===== src/rtl/inst_seq_ctrl.sv =====
// Multi-cycle instruction sequencer: FETCH/DECODE/EXECUTE/MEMORY/WRITEBACK
// walk over an external instruction memory, with stall, branch and halt handling.
module inst_seq_ctrl #(
    parameter int unsigned ADDR_W  = 4,
    parameter int unsigned DATA_W  = 32,
    parameter logic [4:0]  HALT_OP = 5'b11111
) (
    input  logic              clk,
    input  logic              rst_n,
    input  logic              start,
    input  logic              stall,
    input  logic              jump_en,
    input  logic [ADDR_W-1:0] jump_addr,
    input  logic [DATA_W-1:0] mem_rdata,
    output logic [ADDR_W-1:0] mem_addr,
    output logic [DATA_W-1:0] ir,
    output logic [ADDR_W-1:0] pc,
    output logic [2:0]        state,
    output logic              ir_valid,
    output logic              halted,
    output logic [15:0]       instr_cnt
);

    localparam int unsigned CNT_W  = 16;
    localparam int unsigned OP_W   = 5;
    localparam int unsigned OP_LSB = DATA_W - OP_W;

    typedef enum logic [2:0] {
        S_IDLE      = 3'd0,
        S_FETCH     = 3'd1,
        S_DECODE    = 3'd2,
        S_EXECUTE   = 3'd3,
        S_MEMORY    = 3'd4,
        S_WRITEBACK = 3'd5,
        S_HALT      = 3'd6
    } state_t;

    state_t             state_q, state_d;
    logic [ADDR_W-1:0]  pc_q, pc_d;
    logic [DATA_W-1:0]  ir_q, ir_d;
    logic [CNT_W-1:0]   cnt_q, cnt_d;
    logic               br_pend_q, br_pend_d;
    logic [ADDR_W-1:0]  br_addr_q, br_addr_d;
    logic               ir_valid_q, ir_valid_d;
    logic               halted_q, halted_d;

    // Next-state and datapath updates; branch request is captured when EXECUTE retires.
    always_comb begin
        state_d   = state_q;
        pc_d      = pc_q;
        ir_d      = ir_q;
        cnt_d     = cnt_q;
        br_pend_d = br_pend_q;
        br_addr_d = br_addr_q;

        case (state_q)
            S_IDLE: begin
                if (start) begin
                    state_d = S_FETCH;
                end
            end
            S_FETCH: begin
                ir_d    = mem_rdata;
                state_d = S_DECODE;
            end
            S_DECODE: begin
                if (ir_q[OP_LSB +: OP_W] == HALT_OP) begin
                    state_d = S_HALT;
                end else begin
                    state_d = S_EXECUTE;
                end
            end
            S_EXECUTE: begin
                if (!stall) begin
                    br_pend_d = jump_en;
                    br_addr_d = jump_addr;
                    state_d   = S_MEMORY;
                end
            end
            S_MEMORY: begin
                state_d = S_WRITEBACK;
            end
            S_WRITEBACK: begin
                pc_d      = br_pend_q ? br_addr_q : pc_q + ADDR_W'(1);
                br_pend_d = 1'b0;
                cnt_d     = (cnt_q == {CNT_W{1'b1}}) ? cnt_q : cnt_q + CNT_W'(1);
                state_d   = S_FETCH;
            end
            S_HALT: begin
                state_d = S_HALT;
            end
            default: begin
                state_d = S_IDLE;
            end
        endcase

        ir_valid_d = (state_d == S_DECODE) || (state_d == S_EXECUTE) ||
                     (state_d == S_MEMORY) || (state_d == S_WRITEBACK);
        halted_d   = (state_d == S_HALT);
    end

    always_ff @(posedge clk) begin
        if (!rst_n) begin
            state_q    <= S_IDLE;
            pc_q       <= '0;
            ir_q       <= '0;
            cnt_q      <= '0;
            br_pend_q  <= 1'b0;
            br_addr_q  <= '0;
            ir_valid_q <= 1'b0;
            halted_q   <= 1'b0;
        end else begin
            state_q    <= state_d;
            pc_q       <= pc_d;
            ir_q       <= ir_d;
            cnt_q      <= cnt_d;
            br_pend_q  <= br_pend_d;
            br_addr_q  <= br_addr_d;
            ir_valid_q <= ir_valid_d;
            halted_q   <= halted_d;
        end
    end

    assign state     = state_q;
    assign pc        = pc_q;
    assign mem_addr  = pc_q;
    assign ir        = ir_q;
    assign instr_cnt = cnt_q;
    assign ir_valid  = ir_valid_q;
    assign halted    = halted_q;

endmodule


===== config.mk =====
export PLATFORM = sky130hd
export DESIGN_NAME = inst_seq_ctrl
export DESIGN_NICKNAME = d
export VERILOG_FILES = /design/src/rtl/inst_seq_ctrl.sv
export SDC_FILE = /design/constraint.sdc
export NUM_CORES = 1
export LEC_CHECK = 0
export ABC_AREA = 1
export ABC_CLOCK_PERIOD_IN_PS = 1780
export BUFFER_PORTS_ARGS = -buffer_cell sky130_fd_sc_hd__buf_2
export CORE_ASPECT_RATIO = 1.75
export CORE_MARGIN = 3
export CORE_UTILIZATION = 49
export CTS_CLUSTER_SIZE = 28
export DETAILED_ROUTE_END_ITERATION = 6
export GPL_TIMING_DRIVEN = 0
export PLACE_DENSITY = 0.9
export SETUP_SLACK_MARGIN = 0.1
export SYNTH_ARGS = -nofsm -noshare
export SYNTH_HDL_FRONTEND = slang
export SYNTH_SLANG_ARGS = --single-unit

===== constraint.sdc =====
create_clock -name clk -period 1.78 [get_ports clk]
set_input_delay 0.267 -clock clk [delete_from_list [all_inputs] [get_ports clk]]
set_output_delay 0.267 -clock clk [all_outputs]
set_load 0.005 [all_outputs]

==> results.py, run 1 <==
metrics = {
    "place": {
        "routabilityCongestion": 0.9142,
        "port_buffers": 100,
        "dp_hpwl_um": 5426,
        "place_area_um2": 3294,
    },
    "global_routing": {
        "grt_util_met2_pct": 42.75,
        "grt_pass1_vias": 2867,
        "grt_pass1_wl_um": 11900,
        "grtUsageTotal_pct": 22.50,
        "grtUsageMet3_pct": 7.459,
        "antenna_found_initial": 0,
        "top_usage_layer": "met2",
        "grt-ovfl-total": 0,
        "grt_max_degree": 11,
        "met1_usage_pct": 21.26,
    },
    "critical_path": {
        "r2r_start": "instr_cnt[0]",
        "startpoint_type": "flop",
        "crit_arrival_ns": 1.80,
        "path_max_fanout": 10,
        "worstPathRequired_ns": 2.01,
        "worstSetupPathType": "flop to flop",
        "crit_chain": "ha_4 > nand3_1 > inv_1 > nand2_1 > nor2_1 > nor2_4 > buf_6 > nor2_1 > nor2_1",
        "crit_top_cell": "nor2_1",
        "slowest_stage": "dfxtp_2",
        "r2r.worst_path.cells": 9,
        "rrSetupSlack_ns": 0.20,
        "r2r-end": "instr_cnt[1]",
        "end_kind": "flop",
        "slowest_delay_ns": 0.39,
    },
    "die": {
        "design.core.area_um2": 5299,
        "die_w_um": 62.13,
        "num_rows": 35,
        "initial_utilization_pct": 50.98,
        "ioPinCount": 102,
        "fp.dieH_um": 104.2,
        "die_area_um2": 6475,
    },
    "synthesis": {
        "yosysTopAreaCell": "dfxtp_1",
        "synth_cells": 385,
        "synth_cell_type_count": 26,
        "synth_top_area_share_pct": 45.95,
        "syn_nets": 428,
        "ys_top_cells_by_area": "dfxtp_1 (46%), nand2_1 (15%), a21oi_1 (8.3%), nand3_1 (7.6%), nor2_1 (6.5%)",
        "ys_ff_latch": 62,
        "syn_area_per_cell_um2": 7.016,
        "synth_area_um2": 2701,
        "synth_warnings": 0,
        "yosysSeqAreaShare_pct": 45.95,
    },
    "timing": {
        "clock.fmax_ghz": 0.6346,
        "slew_headroom_pct": 67.88,
        "finalSetupTns_ns": 0,
        "setup_violations": 0,
        "skew_ns": 0.005176,
        "layout_min_cycle_time_ns": 1.576,
        "slew_viol_final": 0,
        "rsz0062_at_grt": "true",
        "hold_ws_ns": 0.1781,
        "tightest_slew_ns": 0.4818,
        "period_share_pct": 88.53,
        "report.final.hold_viol_count": 0,
    },
    "layout": {
        "antenna_cells": 0,
        "area_delta_synth_final_pct": 31.26,
        "finalNetCount": 542,
        "ff_latch_area_um2": 1244,
        "fillers": 443,
        "multi_input_area_um2": 1275,
        "drive_above_1_share_pct": 27.04,
        "fin_area_um2": 3546,
        "final_common_cell": "nand2_1",
        "final_cell_mix": "nand2_1 (105), buf_2 (101), dfxtp_1 (60), nor2_1 (46), a21oi_1 (45)",
    },
    "cts": {
        "cts_tree": "yes",
        "htreeDepth": 3,
        "cts_root_buffer": "clkbuf_8",
        "clock_latency_ns": 0.34,
        "cts.clk_slew.worst_paths_ns": 0.07,
        "post_cts_hold_buffer_count": 0,
        "cts_buffers": 9,
        "clk_path_buf_depth": 2,
        "numClockSinks": 62,
    },
    "run_status": {
        "status": "finished clean",
    },
    "power_and_ir_drop": {
        "p_per_area_nw_per_um2": 994.6,
        "p_leak_uw": 0.001572,
        "power_uw": 3527,
        "vdd_drop_max_mv": 0.9094,
    },
    "route": {
        "routed_wirelength_um": 7295,
        "vias": 2923,
        "wl_per_cell_um": 12.64,
        "first_pass_iters": 4,
        "drt_iter0_drc": 119,
        "antenna_left": 0,
        "route.detailed.drc": 0,
        "viasPerCell": 5.066,
    },
    "hold_path": {
        "min_path_cells": 3,
        "min_delay_worst_endpoint": "br_addr_q[0]",
        "hp-start": "jump_addr[0]",
        "hold_path.class": "input port to flop",
    },
    "job": {
        "cap_violations": 0,
    },
}
==> worst max-delay path, delay by kind of cell, from the launching register on <==
| family | cells | cell delay [ns] |
|---|---|---|
| adders and majority gates | 1 | 0.17 |
| and+or+nand+nor | 6 | 0.69 |
| DFF | 1 | 0.39 |
| buffers and inverters | 2 | 0.23 |
==> how the worst max path moves through the flow <==
stage | start | end | slack [ns] | cells past startpoint
finish | instr_cnt[0] | instr_cnt[1] | 0.20 | 9
floorplan | instr_cnt[0] | instr_cnt[1] | 0.32 | 9
CTS | instr_cnt[0] | instr_cnt[15] | 0.11 | 8
detailed placement | state[0] | ir[24] | 0.15 | 6
global placement | state[0] | ir[13] | 0.18 | 6
global route | instr_cnt[0] | instr_cnt[1] | 0.05 | 9
==> timing repair <==
action	4_1_cts	5_1_grt
resized for setup	0	9
setup buffers	0	2
setup endpoints to repair	0	46
hold endpoints to repair	0	0
==> metrics by stage <==
stage / instances / setup slack (ns) / util (%)
detailed placement: 559 / 0.1498 / 62.17
global placement: 559 / 0.1803 / 62.17
floorplan: 385 / 0.3249 / -
CTS: 574 / 0.1107 / 66.09
global route: 577 / 0.05277 / 66.92
finish: 577 / 0.2041 / 66.92
==> power by group <==
group,switching [µW],internal [µW],total [µW],leakage (µW)
combinational,397,248,645,0.000963
sequential,75.3,1520,1590,0.000504
clock,540,751,1290,0.000104
total,1010,2510,3530,0.00157
==> registers in the layout (all words and copies together) (netlist names) <==
signal	count
br_addr_q	4
br_pend_q	1
halted	1
instr_cnt	16
ir	32
ir_valid	1
mem_addr	4
state	3
==> cells in the mapped netlist <==
cell        n
nand2_1   105
dfxtp_1    62
nor2_1     47
a21oi_1    45
nand3_1    41
inv_1      22
clkbuf_1   14
o21ai_0    14
inv_2       5
buf_4       4
nand4_1     3
o21ai_1     3
xnor2_1     3
xor2_1      3
a31oi_1     2
ha_1        2
a211oi_1    1
a21boi_1    1
buf_1       1
buf_2       1
buf_6       1
nor2_4      1
nor3_1      1
nor3_4      1
o22ai_1     1
o31ai_1     1
==> logic make-up after synthesis <==
group           count (synthesis)  synth area share (%)
simple gates                  199                 30.62
compound gates                 68                 13.02
flops                          62                 45.95
buf+inv                        48                 7.550
xor+xnor                        6                 1.946
fa+ha+maj                       2                0.9262
==> routing by layer <==
layer / wire length [µm] / part of all wire, %
met1: 2627 / 36
met2: 4016 / 55
met3: 472 / 6.5
met4: 178 / 2.4
met5: 0 / 0
==> area by class of cell <==
class | instances | share of cell area (%)
sequential | 62 | 35.07
inverter | 27 | 2.858
multi-input combinational | 275 | 35.96
timing repair buffer | 103 | 14.68
clock inverter | 3 | 1.200
buffer | 21 | 2.964
tap | 74 | 2.611
clock buffer | 12 | 4.658
(Power assumes the default switching activity.)
==> run 2, diff against run 1 <==
--- a/config.mk
+++ b/config.mk
@@ -10,11 +10,11 @@
 export BUFFER_PORTS_ARGS = -buffer_cell sky130_fd_sc_hd__buf_2
 export CORE_ASPECT_RATIO = 1.75
 export CORE_MARGIN = 3
-export CORE_UTILIZATION = 49
+export CORE_UTILIZATION = 25
 export CTS_CLUSTER_SIZE = 28
 export DETAILED_ROUTE_END_ITERATION = 6
 export GPL_TIMING_DRIVEN = 0
-export PLACE_DENSITY = 0.9
+export PLACE_DENSITY = 0.56
 export SETUP_SLACK_MARGIN = 0.1
 export SYNTH_ARGS = -nofsm -noshare
 export SYNTH_HDL_FRONTEND = slang
==> run 2 against run 1 <==
  * Critical path depth shrank 1
  * Via count shrank 2.1%
  * Cell area grew 5.0%
  * Clock power grew 36%
  * Worst hold slack gained 0.028 ns
  * Global-route usage shrank 9.2 points
  * Sequential power is essentially flat
  * Sequential share of layout area shrank 1.5 points
  * Critical endpoint is now instr_cnt[2]
  * Largest cell class unchanged
  * Largest power group is now the clock network
  * Highest routed layer unchanged
==> results.py, run 2 (synthesis results as in run 1) <==
metrics = {
    "run_status": {
        "status": "finished clean",
    },
    "critical_path": {
        "path_max_fanout": 6,
        "crit_start": "state[2]",
        "r2r.worst_path.cells": 8,
        "end_kind": "flop",
        "crit_arrival_ns": 1.76,
        "r2r_start": "state[2]",
        "worstPathRequired_ns": 1.96,
        "r2r-end": "instr_cnt[2]",
        "worstSetupPathType": "flop to flop",
        "startpoint_type": "flop",
        "rrSetupSlack_ns": 0.20,
        "endpoint": "instr_cnt[2]",
    },
    "die": {
        "fp.dieH_um": 143.5,
        "design.core.area_um2": 10420,
        "die_area_um2": 12140,
        "num_rows": 49,
        "initial_utilization_pct": 25.92,
        "ioPinCount": 102,
        "die_w_um": 84.58,
    },
    "power_and_ir_drop": {
        "power.internal_uw": 2922,
        "combPwrFrac_pct": 16.4,
        "p_sw_uw": 1084,
        "p_seq_share_pct": 39.8,
        "p_per_area_nw_per_um2": 1076,
        "clkPwrFrac_pct": 43.8,
        "p_leak_uw": 0.001633,
        "swShare_pct": 27.06,
        "vdd_drop_max_mv": 0.4741,
    },
    "timing": {
        "hold_ws_ns": 0.2059,
        "report.final.hold_viol_count": 0,
        "tightest_slew_ns": 0.5058,
        "period_share_pct": 88.54,
        "slew_viol_final": 0,
        "clock.fmax_ghz": 0.6345,
        "slew_headroom_pct": 66.28,
        "layout_min_cycle_time_ns": 1.576,
        "post-route-worst-setup-slack_ns": 0.2040,
        "skew_ns": 0.004728,
        "setup_violations": 0,
        "rsz0062_at_grt": "false",
    },
    "layout": {
        "antenna_cells": 0,
        "final_util_pct": 35.73,
        "drive_above_1_share_pct": 28.91,
        "final_cell_mix": "nand2_1 (104), buf_2 (101), dfxtp_1 (56), a21oi_1 (45), nor2_1 (44)",
        "area_delta_synth_final_pct": 37.84,
        "largest_register_ffs": 32,
        "fillers": 1159,
        "final_common_cell": "nand2_1",
        "ff_latch_area_um2": 1249,
        "multi_input_area_um2": 1277,
        "finalNetCount": 543,
        "fin_cells": 632,
    },
    "cts": {
        "clk_path_buf_depth": 2,
        "clock_latency_ns": 0.32,
        "cts.clk_slew.worst_paths_ns": 0.05,
        "cts_buffers": 9,
        "post_cts_hold_buffer_count": 0,
        "htreeDepth": 3,
        "cts_root_buffer": "clkbuf_16",
        "numClockSinks": 62,
        "cts_tree": "yes",
    },
    "route": {
        "routed_wirelength_um": 8045,
        "drt_iter0_drc": 69,
        "route.detailed.drc": 0,
        "first_pass_iters": 4,
        "antenna_left": 0,
        "wl_per_cell_um": 12.73,
        "viasPerCell": 4.527,
        "vias": 2861,
    },
    "global_routing": {
        "grtUsageTotal_pct": 13.29,
        "grt_pass1_wl_um": 12830,
        "grt_pass1_vias": 2758,
        "grt_max_degree": 11,
        "grt-ovfl-total": 0,
        "antenna_found_initial": 0,
    },
    "place": {
        "port_buffers": 100,
        "routabilityCongestion": 0.8285,
        "dp_hpwl_um": 6209,
        "dp.cells": 612,
        "pre_cts_slack_ns": -0.04674,
    },
    "hold_path": {
        "hold_path.class": "input port to flop",
    },
    "job": {
        "cap_violations": 0,
    },
}
## run 2: cell count changes in the layout (fill, tap and decap cells not counted), sizes merged
cell and change:
clkinvlp -1, clkinv +2, buf +1
## run 2: worst min-delay path by stage
stage	endpoint	cells past startpoint	start	slack [ns]
final	br_addr_q[0]	3	jump_addr[0]	0.21
after global routing	ir[23]	3	mem_rdata[23]	0.21
after CTS	br_addr_q[2]	3	jump_addr[2]	0.20
after detailed placement	ir[26]	2	ir[26]	0.45
after global placement	ir[0]	2	ir[0]	0.45
after floorplan	ir[0]	2	mem_rdata[0]	0.43
## run 2: worst max-delay path, stage by stage (launching register included)
cell	delay, ns
dfxtp_1	0.47
inv_2	0.07
nor3_4	0.24
buf_4	0.17
o21ai_2	0.07
buf_4	0.14
buf_4	0.15
nand2_1	0.06
a21oi_1	0.07
## run 2: area by class of cell
type                    count  share of cell area, %
multi-input cells         275                  34.31
flip-flops and latches     62                  33.54
repair buffers            104                  14.18
clock buffers              12                  6.888
well taps                 127                  4.267
plain buffers              21                  2.890
inverters                  27                  2.722
clock inverters             4                  1.210
## run 2: stage by stage
step | cell area (µm²) | power (µW) | setup TNS [ns]
2_1_floorplan | 2701 | 1992 | 0
3_3_place_gp | 3361 | 2273 | -0.5221
3_5_place_dp | 3361 | 2286 | -0.5084
4_1_cts | 3665 | 4061 | 0
5_1_grt | 3724 | 4220 | 0
6_report | 3724 | 4006 | 0
## run 2: power groups by stage
stage                     Clock [µW]  Sequential (µW)  Combinational [µW]
final                           1750             1600                 656
after global routing            1860             1610                 749
after CTS                       1800             1600                 665
after detailed placement           0             1620                 662
after global placement             0             1620                 652
after floorplan                    0             1630                 365
## run 2: layer usage
| metal | share of wire (%) | global-route usage [%] | vias up |
|---|---|---|---|
| met1 | 37 | 13.30 | 1297 |
| li1 | - | - | 1482 |
| met3 | 5.8 | 4.073 | 9 |
| met4 | 2.0 | 5.755 | 0 |
| met5 | 0 | 0 | - |
| met2 | 55 | 24.99 | 73 |
## run 2: timing repair
item                       CTS  global route
setup endpoints to repair   31            43
gates resized for setup      1            19
setup buffers                0             3
pin swaps                    0             2
hold endpoints to repair     0             0
gates cloned                 0             1
==> run 3, diff against run 2 <==
--- a/config.mk
+++ b/config.mk
@@ -9,7 +9,7 @@
 export ABC_CLOCK_PERIOD_IN_PS = 1780
 export BUFFER_PORTS_ARGS = -buffer_cell sky130_fd_sc_hd__buf_2
 export CORE_ASPECT_RATIO = 1.75
-export CORE_MARGIN = 3
+export CORE_MARGIN = 8
 export CORE_UTILIZATION = 25
 export CTS_CLUSTER_SIZE = 28
 export DETAILED_ROUTE_END_ITERATION = 6
==> run 3 against run 2 <==
  * Core utilization is 0.079 points lower
  * Largest power group unchanged
  * Setup slack better by 0.043 ns
  * Sequential cell count stayed put
  * Total power is 12% higher
  * Sequential power hardly changed
  * Critical endpoint is now instr_cnt[9]
  * Sequential share of layout area is 0.70 points lower
  * Largest cell class unchanged
  * Cell area is 1.8% higher
  * First-iteration DRC count is 71% higher
  * Via count hardly changed
==> results.py, run 3 (synthesis results as in run 1) <==
metrics = {
    "run_status": {
        "status": "finished clean",
    },
    "global_routing": {
        "grtUsageTotal_pct": 12.05,
        "grt_pass1_vias": 2868,
        "grt_pass1_wl_um": 13810,
        "grt_max_degree": 12,
        "grt-ovfl-total": 0,
        "antenna_found_initial": 0,
    },
    "timing": {
        "slew_headroom_pct": 64.08,
        "slew_viol_final": 0,
        "period_share_pct": 86.15,
        "finalSetupTns_ns": 0,
        "skew_ns": 0.005405,
        "setup_violations": 0,
        "report.final.hold_viol_count": 0,
        "layout_min_cycle_time_ns": 1.533,
        "rsz0062_at_grt": "true",
        "tightest_slew_ns": 0.5389,
        "clock.fmax_ghz": 0.6521,
    },
    "layout": {
        "final_util_pct": 35.65,
        "finalNetCount": 541,
        "drive_above_1_share_pct": 28.03,
        "fin_cells": 633,
        "area_delta_synth_final_pct": 40.34,
        "largest_register_ffs": 32,
        "fillers": 1195,
        "final_cell_mix": "nand2_1 (105), buf_2 (100), dfxtp_1 (59), nor2_1 (45), a21oi_1 (45)",
        "final_common_cell": "nand2_1",
        "antenna_cells": 0,
    },
    "hold_path": {
        "min_path_cells": 3,
        "hold_path.class": "input port to flop",
    },
    "cts": {
        "cts_tree": "yes",
        "clock_latency_ns": 0.32,
        "htreeDepth": 3,
        "numClockSinks": 62,
        "cts_root_buffer": "clkbuf_16",
        "clk_path_buf_depth": 2,
        "cts_buffers": 9,
        "cts.clk_slew.worst_paths_ns": 0.06,
    },
    "die": {
        "initial_utilization_pct": 25.40,
        "design.core.area_um2": 10640,
        "num_rows": 50,
        "ioPinCount": 102,
        "die_w_um": 94.58,
        "die_area_um2": 14520,
        "fp.dieH_um": 153.5,
    },
    "power_and_ir_drop": {
        "vdd_drop_max_mv": 0.5885,
        "p_per_area_nw_per_um2": 1179,
        "p_leak_uw": 0.001662,
    },
    "route": {
        "wl_per_cell_um": 13.61,
        "route.detailed.drc": 0,
        "vias": 2860,
        "routed_wirelength_um": 8618,
        "viasPerCell": 4.518,
        "first_pass_iters": 4,
        "antenna_left": 0,
        "drt_iter0_drc": 118,
    },
    "critical_path": {
        "slowest_stage": "dfxtp_2",
        "crit_arrival_ns": 1.78,
        "crit_top_cell": "nand2_1",
        "end_kind": "flop",
        "startpoint_type": "flop",
        "crit_chain": "ha_2 > nand3_1 > inv_1 > nand2_1 > nor2_2 > nor2_4 > buf_6 > nand2_1 > a21oi_1",
        "worstSetupPathType": "flop to flop",
        "slowest_delay_ns": 0.34,
        "worstPathRequired_ns": 2.03,
        "r2r.worst_path.cells": 9,
        "path_max_fanout": 10,
    },
    "job": {
        "cap_violations": 0,
    },
    "place": {
        "routabilityCongestion": 0.8196,
        "dp.cells": 615,
        "port_buffers": 100,
        "dp_hpwl_um": 6749,
    },
}
-- run 3: cell count changes in the layout (fill, tap and decap cells not counted), sizes merged --
cell,previous run,this run
bufinv,1,4
buf,111,109
clkinv,3,1
clkbuf,26,25
-- run 3: through the flow --
stage	total power, µW	hold slack [ns]	instance area (µm²)	setup slack (ns)
CTS	4537	0.1907	3749	0.1101
global placement	2282	0.4474	3364	-0.04132
finish	4469	0.1999	3791	0.2466
floorplan	1992	0.4330	2701	0.3249
global route	4705	0.2029	3791	0.09476
detailed placement	2301	0.4513	3364	-0.09173
-- run 3: routing by layer --
| layer | wire length (µm) | share of wire [%] | GRT usage, % |
|---|---|---|---|
| met5 | 0 | 0 | 0 |
| met1 | 3377 | 39 | 12.00 |
| met2 | 4488 | 52 | 21.54 |
| met4 | 178 | 2.1 | 5.165 |
| met3 | 573 | 6.6 | 4.291 |
-- run 3: critical path, delay by kind of cell (launching register included) --
| family | cells | cell delay (ns) |
|---|---|---|
| compound gates | 1 | 0.12 |
| simple gates | 5 | 0.58 |
| buf+inv | 2 | 0.23 |
| flops | 1 | 0.34 |
| fa+ha+maj | 1 | 0.21 |
-- run 3: worst paths after layout --
| check | startpoint | endpoint | slack [ns] |
|---|---|---|---|
| worst max-delay path | instr_cnt[0] | instr_cnt[9] | 0.25 |
| worst min-delay path | jump_addr[2] | br_addr_q[2] | 0.20 |
| worst max register to register | instr_cnt[0] | instr_cnt[9] | 0.25 |
| worst min register to register | ir[9] | ir[9] | 0.46 |
-- run 3: cell type report --
class / count / area (µm²) / share of cell area (%)
multi-input combinational: 275 / 1272 / 33.56
sequential: 62 / 1245 / 32.84
timing repair buffer: 102 / 515.5 / 13.60
clock buffer: 11 / 252.7 / 6.667
tap: 130 / 162.7 / 4.290
clock inverter: 5 / 128.9 / 3.399
buffer: 21 / 112.6 / 2.970
inverter: 27 / 101.3 / 2.673
-- run 3: power by group --
part	internal (µW)	switching, µW	leakage, µW	total, µW
clock network	1590	616	0.000186	2200
registers	1520	76.3	0.000505	1590
logic	254	418	0.000971	672
total	3360	1110	0.00166	4470
-- run 3: timing repair --
| item | in CTS | in global routing |
|---|---|---|
| gates cloned | 0 | 0 |
| hold buffers | 0 | 0 |
| gates resized for setup | 1 | 16 |
| pin swaps | 0 | 2 |
| endpoints found under the setup margin | 33 | 43 |
| setup buffers | 0 | 2 |
